--- config.mk ---
export PLATFORM = sky130hd
export DESIGN_NAME = dmem_access_ctrl_flat
export DESIGN_NICKNAME = d
export VERILOG_FILES = /design/src/rtl/dmem_access_ctrl_if.sv /design/src/rtl/dmem_access_ctrl.sv /design/src/flat_wrapper.sv
export SDC_FILE = /design/constraint.sdc
export NUM_CORES = 1
export LEC_CHECK = 0
export BUFFER_PORTS_ARGS = -buffer_cell sky130_fd_sc_hd__buf_2
export CORE_ASPECT_RATIO = 0.5
export CORE_MARGIN = 2
export CORE_UTILIZATION = 48
export CTS_BUF_LIST = sky130_fd_sc_hd__clkbuf_16
export DETAILED_ROUTE_END_ITERATION = 12
export HOLD_SLACK_MARGIN = 0.15
export MAX_ROUTING_LAYER = met4
export PLACE_DENSITY = 0.92
export SETUP_SLACK_MARGIN = 0.3
export SLEW_MARGIN = 10
export SYNTH_ARGS = -nofsm -noshare
export SYNTH_HDL_FRONTEND = slang
export SYNTH_SLANG_ARGS = --single-unit
--- constraint.sdc ---
create_clock -name clk -period 1.8 [get_ports clk]
set_input_delay 0.09 -clock clk [delete_from_list [all_inputs] [get_ports clk]]
set_output_delay 0.09 -clock clk [all_outputs]
set_load 0.1 [all_outputs]
--- src/rtl/dmem_access_ctrl_if.sv ---
// dmem_access_ctrl_if: SRAM-like data bus between the access controller
// (master) and the data memory / bus bridge (slave).
//   data_req/data_wr/data_size/data_addr/data_wstrb/data_wdata/data_uncached
//     request fields, master -> slave
//   data_addr_ok  request accepted, slave -> master
//   data_data_ok  read data valid / write done, slave -> master
//   data_rdata    read data, slave -> master
interface dmem_access_ctrl_if;
  logic        data_req;
  logic        data_wr;
  logic [1:0]  data_size;
  logic [31:0] data_addr;
  logic [3:0]  data_wstrb;
  logic [31:0] data_wdata;
  logic        data_uncached;
  logic        data_addr_ok;
  logic        data_data_ok;
  logic [31:0] data_rdata;

  modport master (
    output data_req, data_wr, data_size, data_addr, data_wstrb, data_wdata,
           data_uncached,
    input  data_addr_ok, data_data_ok, data_rdata
  );

  modport slave (
    input  data_req, data_wr, data_size, data_addr, data_wstrb, data_wdata,
           data_uncached,
    output data_addr_ok, data_data_ok, data_rdata
  );
endinterface

--- src/rtl/dmem_access_ctrl.sv ---
// dmem_access_ctrl: data-memory access controller between the MEM stage and
// the SRAM-like data bus. Issues one bus transaction per load/store, maps
// kseg0/kseg1 to physical addresses, returns load data, stalls the pipeline
// until completion and drains an accepted transaction after a flush.
//   clk, rst (async, active-low)
//   mem_*            MEM-stage request (valid, load/store, va, strobe, data,
//                    size, exception type)
//   kseg0_uncached   treat kseg0 as uncached
//   flush            exception/eret flush of MEM
//   stall_other      pipeline held by another source
//   bus              data bus master port
//   mem_rdata        load data to MEM
//   mem_stall        hold IF..MEM
module dmem_access_ctrl (
  input  logic                       clk,
  input  logic                       rst,
  input  logic                       mem_valid,
  input  logic                       mem_rmem,
  input  logic                       mem_wmem,
  input  logic [31:0]                mem_aluout,
  input  logic [3:0]                 sel,
  input  logic [31:0]                mem_wdata_last,
  input  logic [1:0]                 mem_size,
  input  logic [31:0]                mem_excepttype,
  input  logic                       kseg0_uncached,
  input  logic                       flush,
  input  logic                       stall_other,
  dmem_access_ctrl_if.master         bus,
  output logic [31:0]                mem_rdata,
  output logic                       mem_stall
);

  typedef enum logic [2:0] {
    IDLE,
    ADDR,
    DATA,
    DONE,
    CANCEL
  } state_e;

  state_e      state_q, state_d;
  logic        wr_q, wr_d;
  logic [1:0]  size_q, size_d;
  logic [31:0] addr_q, addr_d;
  logic [3:0]  wstrb_q, wstrb_d;
  logic [31:0] wdata_q, wdata_d;
  logic        unc_q, unc_d;
  logic [31:0] rdata_q, rdata_d;

  logic        start;
  logic [31:0] live_addr;
  logic        live_unc;
  logic [3:0]  live_wstrb;

  always_comb begin
    live_addr  = (mem_aluout[31:30] == 2'b10) ? {3'b000, mem_aluout[28:0]}
                                              : mem_aluout;
    live_unc   = (mem_aluout[31:29] == 3'b101) |
                 ((mem_aluout[31:29] == 3'b100) & kseg0_uncached);
    live_wstrb = mem_wmem ? sel : '0;
    // rst gates start so every output is quiet for the whole reset window,
    // even if MEM still presents the interrupted request.
    start      = rst & (state_q == IDLE) & mem_valid & (mem_rmem | mem_wmem) &
                 (mem_excepttype == '0) & ~flush;
  end

  always_comb begin
    state_d = state_q;
    wr_d    = wr_q;
    size_d  = size_q;
    addr_d  = addr_q;
    wstrb_d = wstrb_q;
    wdata_d = wdata_q;
    unc_d   = unc_q;
    rdata_d = rdata_q;

    unique case (state_q)
      IDLE: begin
        if (start) begin
          wr_d    = mem_wmem;
          size_d  = mem_size;
          addr_d  = live_addr;
          wstrb_d = live_wstrb;
          wdata_d = mem_wdata_last;
          unc_d   = live_unc;
          state_d = bus.data_addr_ok ? DATA : ADDR;
        end
      end
      ADDR: begin
        if (bus.data_addr_ok)   state_d = flush ? CANCEL : DATA;
        else if (flush)         state_d = IDLE;
      end
      DATA: begin
        if (bus.data_data_ok) begin
          if (flush) begin
            state_d = IDLE;
          end else begin
            rdata_d = bus.data_rdata;
            state_d = stall_other ? DONE : IDLE;
          end
        end else if (flush) begin
          state_d = CANCEL;
        end
      end
      DONE: begin
        if (~stall_other | flush) state_d = IDLE;
      end
      CANCEL: begin
        if (bus.data_data_ok) state_d = IDLE;
      end
      default: state_d = IDLE;
    endcase
  end

  always_ff @(posedge clk or negedge rst) begin
    if (!rst) begin
      state_q <= IDLE;
      wr_q    <= 1'b0;
      size_q  <= '0;
      addr_q  <= '0;
      wstrb_q <= '0;
      wdata_q <= '0;
      unc_q   <= 1'b0;
      rdata_q <= '0;
    end else begin
      state_q <= state_d;
      wr_q    <= wr_d;
      size_q  <= size_d;
      addr_q  <= addr_d;
      wstrb_q <= wstrb_d;
      wdata_q <= wdata_d;
      unc_q   <= unc_d;
      rdata_q <= rdata_d;
    end
  end

  // The first request cycle comes straight from MEM so a load accepted at
  // once costs a single stall cycle; later cycles use the latched copy.
  assign bus.data_req      = start | (state_q == ADDR);
  assign bus.data_wr       = start ? mem_wmem       : wr_q;
  assign bus.data_size     = start ? mem_size       : size_q;
  assign bus.data_addr     = start ? live_addr      : addr_q;
  assign bus.data_wstrb    = start ? live_wstrb     : wstrb_q;
  assign bus.data_wdata    = start ? mem_wdata_last : wdata_q;
  assign bus.data_uncached = start ? live_unc       : unc_q;

  assign mem_stall = start | (state_q == ADDR) |
                     ((state_q == DATA) & ~bus.data_data_ok) |
                     (state_q == CANCEL);

  assign mem_rdata = ((state_q == DATA) & bus.data_data_ok) ? bus.data_rdata
                                                            : rdata_q;

endmodule

--- src/flat_wrapper.sv ---
// flat-port wrapper written by rule: the top's interface ports become plain ports
module dmem_access_ctrl_flat 
  (clk, rst, mem_valid, mem_rmem, mem_wmem, mem_aluout, sel, mem_wdata_last, mem_size, mem_excepttype, kseg0_uncached, flush, stall_other, mem_rdata, mem_stall, bus_data_req, bus_data_wr, bus_data_size, bus_data_addr, bus_data_wstrb, bus_data_wdata, bus_data_uncached, bus_data_addr_ok, bus_data_data_ok, bus_data_rdata);
  dmem_access_ctrl_if bus_i ();
  input  logic clk;
  input  logic rst;
  input  logic mem_valid;
  input  logic mem_rmem;
  input  logic mem_wmem;
  input  logic [31:0] mem_aluout;
  input  logic [3:0] sel;
  input  logic [31:0] mem_wdata_last;
  input  logic [1:0] mem_size;
  input  logic [31:0] mem_excepttype;
  input  logic kseg0_uncached;
  input  logic flush;
  input  logic stall_other;
  output logic [31:0] mem_rdata;
  output logic mem_stall;
  output wire logic [$bits(bus_i.data_req)-1:0] bus_data_req;
  output wire logic [$bits(bus_i.data_wr)-1:0] bus_data_wr;
  output wire logic [$bits(bus_i.data_size)-1:0] bus_data_size;
  output wire logic [$bits(bus_i.data_addr)-1:0] bus_data_addr;
  output wire logic [$bits(bus_i.data_wstrb)-1:0] bus_data_wstrb;
  output wire logic [$bits(bus_i.data_wdata)-1:0] bus_data_wdata;
  output wire logic [$bits(bus_i.data_uncached)-1:0] bus_data_uncached;
  input wire logic [$bits(bus_i.data_addr_ok)-1:0] bus_data_addr_ok;
  input wire logic [$bits(bus_i.data_data_ok)-1:0] bus_data_data_ok;
  input wire logic [$bits(bus_i.data_rdata)-1:0] bus_data_rdata;
  assign bus_data_req = bus_i.data_req;
  assign bus_data_wr = bus_i.data_wr;
  assign bus_data_size = bus_i.data_size;
  assign bus_data_addr = bus_i.data_addr;
  assign bus_data_wstrb = bus_i.data_wstrb;
  assign bus_data_wdata = bus_i.data_wdata;
  assign bus_data_uncached = bus_i.data_uncached;
  assign bus_i.data_addr_ok = bus_data_addr_ok;
  assign bus_i.data_data_ok = bus_data_data_ok;
  assign bus_i.data_rdata = bus_data_rdata;
  dmem_access_ctrl u_core (.clk(clk), .rst(rst), .mem_valid(mem_valid), .mem_rmem(mem_rmem), .mem_wmem(mem_wmem), .mem_aluout(mem_aluout), .sel(sel), .mem_wdata_last(mem_wdata_last), .mem_size(mem_size), .mem_excepttype(mem_excepttype), .kseg0_uncached(kseg0_uncached), .flush(flush), .stall_other(stall_other), .bus(bus_i), .mem_rdata(mem_rdata), .mem_stall(mem_stall));
endmodule
==> summary.md, run 1 <==
| Metric | Value |
|---|---|
| Count of buffers added by post-CTS timing repair for setup | 16 |
| I/O Pins | 250 |
| Share of the synthesized area in the top cell type | 0.4750 |
| Number of port buffers | around 250 |
| CTS H-tree lvls | 3 |
| First error message | [ERROR DPL-0033] detailed placement checks failed during check placement. |
| Synth Area per Inst | 14.27 um2 |
| Stop stage | clock tree synthesis |
| Warnings from Yosys | 0 |
| Die X-Extent | 157.3 um |
| TritonCTS buffer count | 9 |
| Count of different cell masters after synthesis | 32 |
| Largest buffer count on any clock path | 2 |
| Synth top area cells | sky130_fd_sc_hd__dfrtp_1 (48%), sky130_fd_sc_hd__mux2_2 (32%), sky130_fd_sc_hd__mux2_4 (10%) |
| Outcome | aborted with a tool error |
| Half-perimeter wire length of the detailed placement result | between 10 and 15 mm |
| Sinks on Clock Net | between 100 and 150 |
| CTS Root Cell | sky130_fd_sc_hd__clkbuf_16 |
| Mux cell area share after synthesis | 0.4413 |
| Simple-gate portion of the synthesized area | 0.03241 |
| Effective utilization at floorplan | 0.5026 |
| Quantity of gates resized following cts | about 120 |
| DP Worst Slack | -244.0 ps |
| Row count | 27 |
| Cts-stage hold buffer count | a little over 100 |
| Sequential element share of the synthesized area | 0.4750 |
| Routability cong. | between 0.8 and 0.9 |
| Number of instances in the synthesized netlist | around 400 |
| Post-Synthesis Net Count | ~540 |
| Synthesized-area fraction occupied by adder cells | 0 |
| Post-synthesis cell area | approximately 5600 um2 |
| Compound-Gate Fraction of Synth Area | 0.01976 |
| Post-synthesis cell type with the largest combined area | sky130_fd_sc_hd__dfrtp_1 |
| Chip height | ~81 um |
| Dominant combinational cell family by area after synthesis | multiplexers |
| Total of flip-flops plus latches after synthesis | 107 |
| Fraction of synthesized cell area in xor and xnor cells | 0 |
-- metrics by stage --
stage	area (um2)	instances
2_1_floorplan	6050	395
3_3_place_gp	8850	809
3_5_place_dp	8850	809
-- cell usage after synthesis, drive strengths merged --
cell type / n
a21boi: 2
a21oi: 1
a22oi: 1
a31oi: 1
a32o: 1
and3: 1
and4: 2
buf: 21
clkbuf: 5
dfrtp: 107
inv: 6
mux2: 199
mux2i: 10
nand2: 9
nand2b: 1
nand3b: 1
nand4: 1
nand4b: 1
nor2: 3
nor3: 4
nor4: 6
nor4b: 2
nor4bb: 1
o211a: 1
o21a: 1
o21ai: 3
o22ai: 1
o2bb2ai: 1
o32ai: 1
o41a: 1
-- logic make-up after synthesis --
kind of cell	Yosys count
and+or+nand+nor	32
AOI/OAI and AO/OA	15
muxes	209
buffers and inverters	32
DFF	107
==> inputs of run 2 (changes only) <==
CORE_ASPECT_RATIO = not set   (was 0.5)
CORE_UTILIZATION = 35   (was 48)
CTS_BUF_LIST = not set   (was sky130_fd_sc_hd__clkbuf_16)
HOLD_SLACK_MARGIN = not set   (was 0.15)
MAX_ROUTING_LAYER = not set   (was met4)
PLACE_DENSITY = not set   (was 0.92)
PLACE_DENSITY_LB_ADDON = 0.15   (was not set)
SETUP_SLACK_MARGIN = not set   (was 0.3)
==> run 2 against run 1 <==
Net effect:
- the flow now finishes, with violations (negative hold slack, negative setup slack)
- synthesized cell count unchanged
- area after synthesis unchanged
==> summary.md, run 2 <==
| Metric | Value |
|---|---|
| Largest buffer count on any clock path | 2 (unchanged) |
| Die X-Extent | 130.9 um (was 157.3 um) |
| Number of pins exceeding their max-slew limit in the final report | 0 |
| Skew-Pair Late Insertion Delay | about 350 ps |
| Worst Clk Skew | between 5 and 6 ps |
| Peak Freq | roughly 450 MHz |
| Final non-filler cell total | around 990 |
| Fraction of the cycle the final worst path needs | 1.227 |
| Total of fill cells in the finished design | 1099 |
| Clock tree from TritonCTS | yes |
| Unrepaired setup endpoints after global routing | yes |
| Wire length of the first global-routing pass | between 20 and 30 mm |
| Effective utilization at floorplan | 0.3561 (was 0.5026) |
| Post-route minimum period | around 2200 ps |
| Final cell area excluding filler cells | approximately 11000 um2 |
| FFs w/ async S/R, synth | 1.000 (unchanged) |
| Hold Path Class | input pin to async pin |
| Dominant synthesized flop cell | sky130_fd_sc_hd__dfrtp_1 (unchanged) |
| Vias in the first global route | about 5300 |
| Setup TNS Final | -35320 ps |
| Crit start category | flop |
| Synth Area per Inst | 14.27 um2 (unchanged) |
| Worst voltage drop across the vdd grid | between 0.0004 and 0.0005 V |
| Die area | ~17000 um2 |
| Highest-utilization routing layer at the global route stage | met2 |
| Area overhead of the layout relative to synthesis | 90.63% |
| Ratio of total power to cell area | between 400 and 500 nW/um2 |
| Clk pin slew, worst setup/hold paths | 70 ps |
| Worst path arrival time | 2120 ps |
| Top library cells by usage in the layout, fill and taps aside | sky130_fd_sc_hd__buf_2 (142), sky130_fd_sc_hd__mux2_2 (125), sky130_fd_sc_hd__buf_12 (115) |
| Average routed wire per standard cell | around 18 um |
| WL final | roughly 17 mm |
| Post-Synthesis Net Count | 539 (unchanged) |
| Failing checks | negative hold slack, negative setup slack |
| Total of flip-flops plus latches after synthesis | 107 (unchanged) |
| TritonCTS buffer count | 9 (unchanged) |
| Pin count of the biggest net entering global routing | 62 |
| Post-synthesis cell type with the largest combined area | sky130_fd_sc_hd__dfrtp_1 (unchanged) |
| Number of maximum-capacitance constraint violations | 0 |
| Count of different cell masters after synthesis | 32 (unchanged) |
| Final hold viol count | 46 |
| Outcome | finished with violations (was aborted with a tool error) |
| Row count | 46 (was 27) |
| Cts-stage hold buffer count | 95 (was 103) |
| CTS Root Cell | sky130_fd_sc_hd__clkbuf_16 (unchanged) |
| CTS H-tree lvls | 3 (unchanged) |
| EDFF count, synth | 0 (unchanged) |
| Crit-path max FO | 7 |
| Number of instances in the synthesized netlist | 395 (unchanged) |
| Number of port buffers | 249 (unchanged) |
| Met2 Resource Use GR | 0.3686 |
| Number of antenna violations at the first check in global routing | 0 |
| Share of the synthesized area in the top cell type | 0.4750 (unchanged) |
| Half-perimeter wire length of the detailed placement result | 10.91 mm (was 12.84 mm) |
| Post-synthesis cell area | 5637 um2 (unchanged) |
| Largest registers | u_core.addr_q x32, u_core.rdata_q x32, u_core.wdata_q x32 |
| Setup Viol. Count Final | 104 |
| I/O Pins | 250 (unchanged) |
| Most common cell after layout, fill and taps aside | sky130_fd_sc_hd__buf_2 |
| Vias | approximately 4700 |
| Synth top area cells | sky130_fd_sc_hd__dfrtp_1 (48%), sky130_fd_sc_hd__mux2_2 (32%), sky130_fd_sc_hd__mux2_4 (10%) (unchanged) |
| Most common cell in the netlist | sky130_fd_sc_hd__mux2_2 (unchanged) |
| Setup ws final | -407.8 ps |
| Required time worst endpoint | around 1700 ps |
| Global Route met3 Usage | 0.04601 |
| Remaining max-slew budget at the tightest pin | 0.4586 |
| Antenna diode count | 0 |
| Warnings from Yosys | 0 (unchanged) |
| Routability cong. | 0.8156 (was 0.8579) |
| Drt first pass iters | 4 |
| Standby leakage power | about 5.4 nW |
| Core area | 15830 um2 |
| Layout cell share with drive strength beyond 1 | 0.6701 |
| Via density per instance | roughly 4.8 |
| Worst hold-check slack | -87.21 ps |
| Placement Cell Area | 8745 um2 (was 8850 um2) |
| Element type at the critical path end | primary output |
| Number of DRC violations after detailed routing | 0 |
| Classification of the worst setup path | flop to primary output |
| Chip height | 130.9 um (was 80.63 um) |
| List of most frequent post-synthesis cells | sky130_fd_sc_hd__mux2_2 (160), sky130_fd_sc_hd__dfrtp_1 (107), sky130_fd_sc_hd__mux2_4 (39) (unchanged) |
| Remaining Overflow, GRT | 0 |
| Global routing met1 resource utilization | 0.2342 |
| Sinks on Clock Net | 107 (unchanged) |
| DP Cell Count | 862 (was 809) |
| Post-route ant nets | 0 |
| Actual transition at the worst max-transition pin | approximately 800 ps |
| Total global-route track usage | 0.2039 |
| Number of DRC markers after the initial detailed-route iteration | ~150 |
| Sequential element share of the synthesized area | 0.4750 (unchanged) |
| Net count of the finished layout | a little over 900 |
-- run 2: cell counts after synthesis --
Identical to the previous run, type by type.
-- run 2: where the power goes --
part | switching, W | leakage (nW) | internal, W
combinational | 0.000181 | 3.76 | 0.000268
clock | 0.000914 | 0.162 | 0.00129
sequential | 0.00000000000189 | 1.47 | 0.00240
-- run 2: worst max-delay path, stage by stage (launching register included) --
cell                      delay (ps)
sky130_fd_sc_hd__dfrtp_1         410
sky130_fd_sc_hd__nor3_2          230
sky130_fd_sc_hd__nand4_1         160
sky130_fd_sc_hd__buf_8           200
sky130_fd_sc_hd__buf_12          140
sky130_fd_sc_hd__buf_16          130
sky130_fd_sc_hd__mux2_4          310
sky130_fd_sc_hd__buf_12          170
-- run 2: cell families (layout without fill, tap and decap cells) --
| logic type | count (synthesis) | count (layout) | share of synthesized area |
|---|---|---|---|
| AOI/OAI and AO/OA | 15 | 15 | 0.01976 |
| buffers and inverters | 32 | 410 | 0.03152 |
| DFF | 107 | 107 | 0.4750 |
| muxes | 209 | 209 | 0.4413 |
| and+or+nand+nor | 32 | 32 | 0.03241 |
-- run 2: layer usage --
metal	share of wire	up-vias
met5	0	-
met4	0.026	0
met3	0.060	29
met2	0.52	168
met1	0.39	2323
li1	-	2189
-- run 2: timing repair --
item / in CTS / in global routing
hold endpoints to repair: 141 / 46
gates cloned: 8 / 1
setup endpoints to repair: 146 / 145
pin swaps: 2 / 3
buffers inserted: 6 / 5
resized for setup: 114 / 6
-- run 2: layout make-up --
type	count	area, um2	area share
Clock buffer	11	252.7	0.02352
Clock inverter	4	73.82	0.006870
Inverter	6	22.52	0.002096
Multi-Input combinational cell	256	3032	0.2821
Sequential cell	107	2678	0.2492
Tap cell	216	270.3	0.02515
Timing Repair Buffer	389	4417	0.4110
-- run 2: worst paths after layout --
check / endpoint / slack, ps / depth (start not counted) / from
worst min register to register: u_core.wdata_q[11] / 500 / 1 / u_core.wdata_q[11]
worst max register to register: u_core.wdata_q[21] / 20 / 6 / u_core.state_q[1]
worst min-delay path: u_core.rdata_q[29] / -90 / 2 / rst
max in group asynchronous: u_core.wdata_q[8] / 640 / 3 / rst
worst max-delay path: bus_data_wdata[31] / -410 / 7 / u_core.state_q[1]
min in group clk: u_core.addr_q[30] / 40 / 2 / mem_aluout[30]
-- run 2: metrics by stage --
step                        util  power [W]  setup WS [ps]
after global routing      0.6789   0.005256         -478.1
final                     0.6789   0.005054         -407.8
after detailed placement  0.5525   0.002734         -274.7
after global placement    0.5525   0.002723         -245.3
after CTS                 0.6771   0.005096         -411.5
after floorplan                -   0.002478         -121.3
No activity file was read; power rests on OpenSTA's default activity.
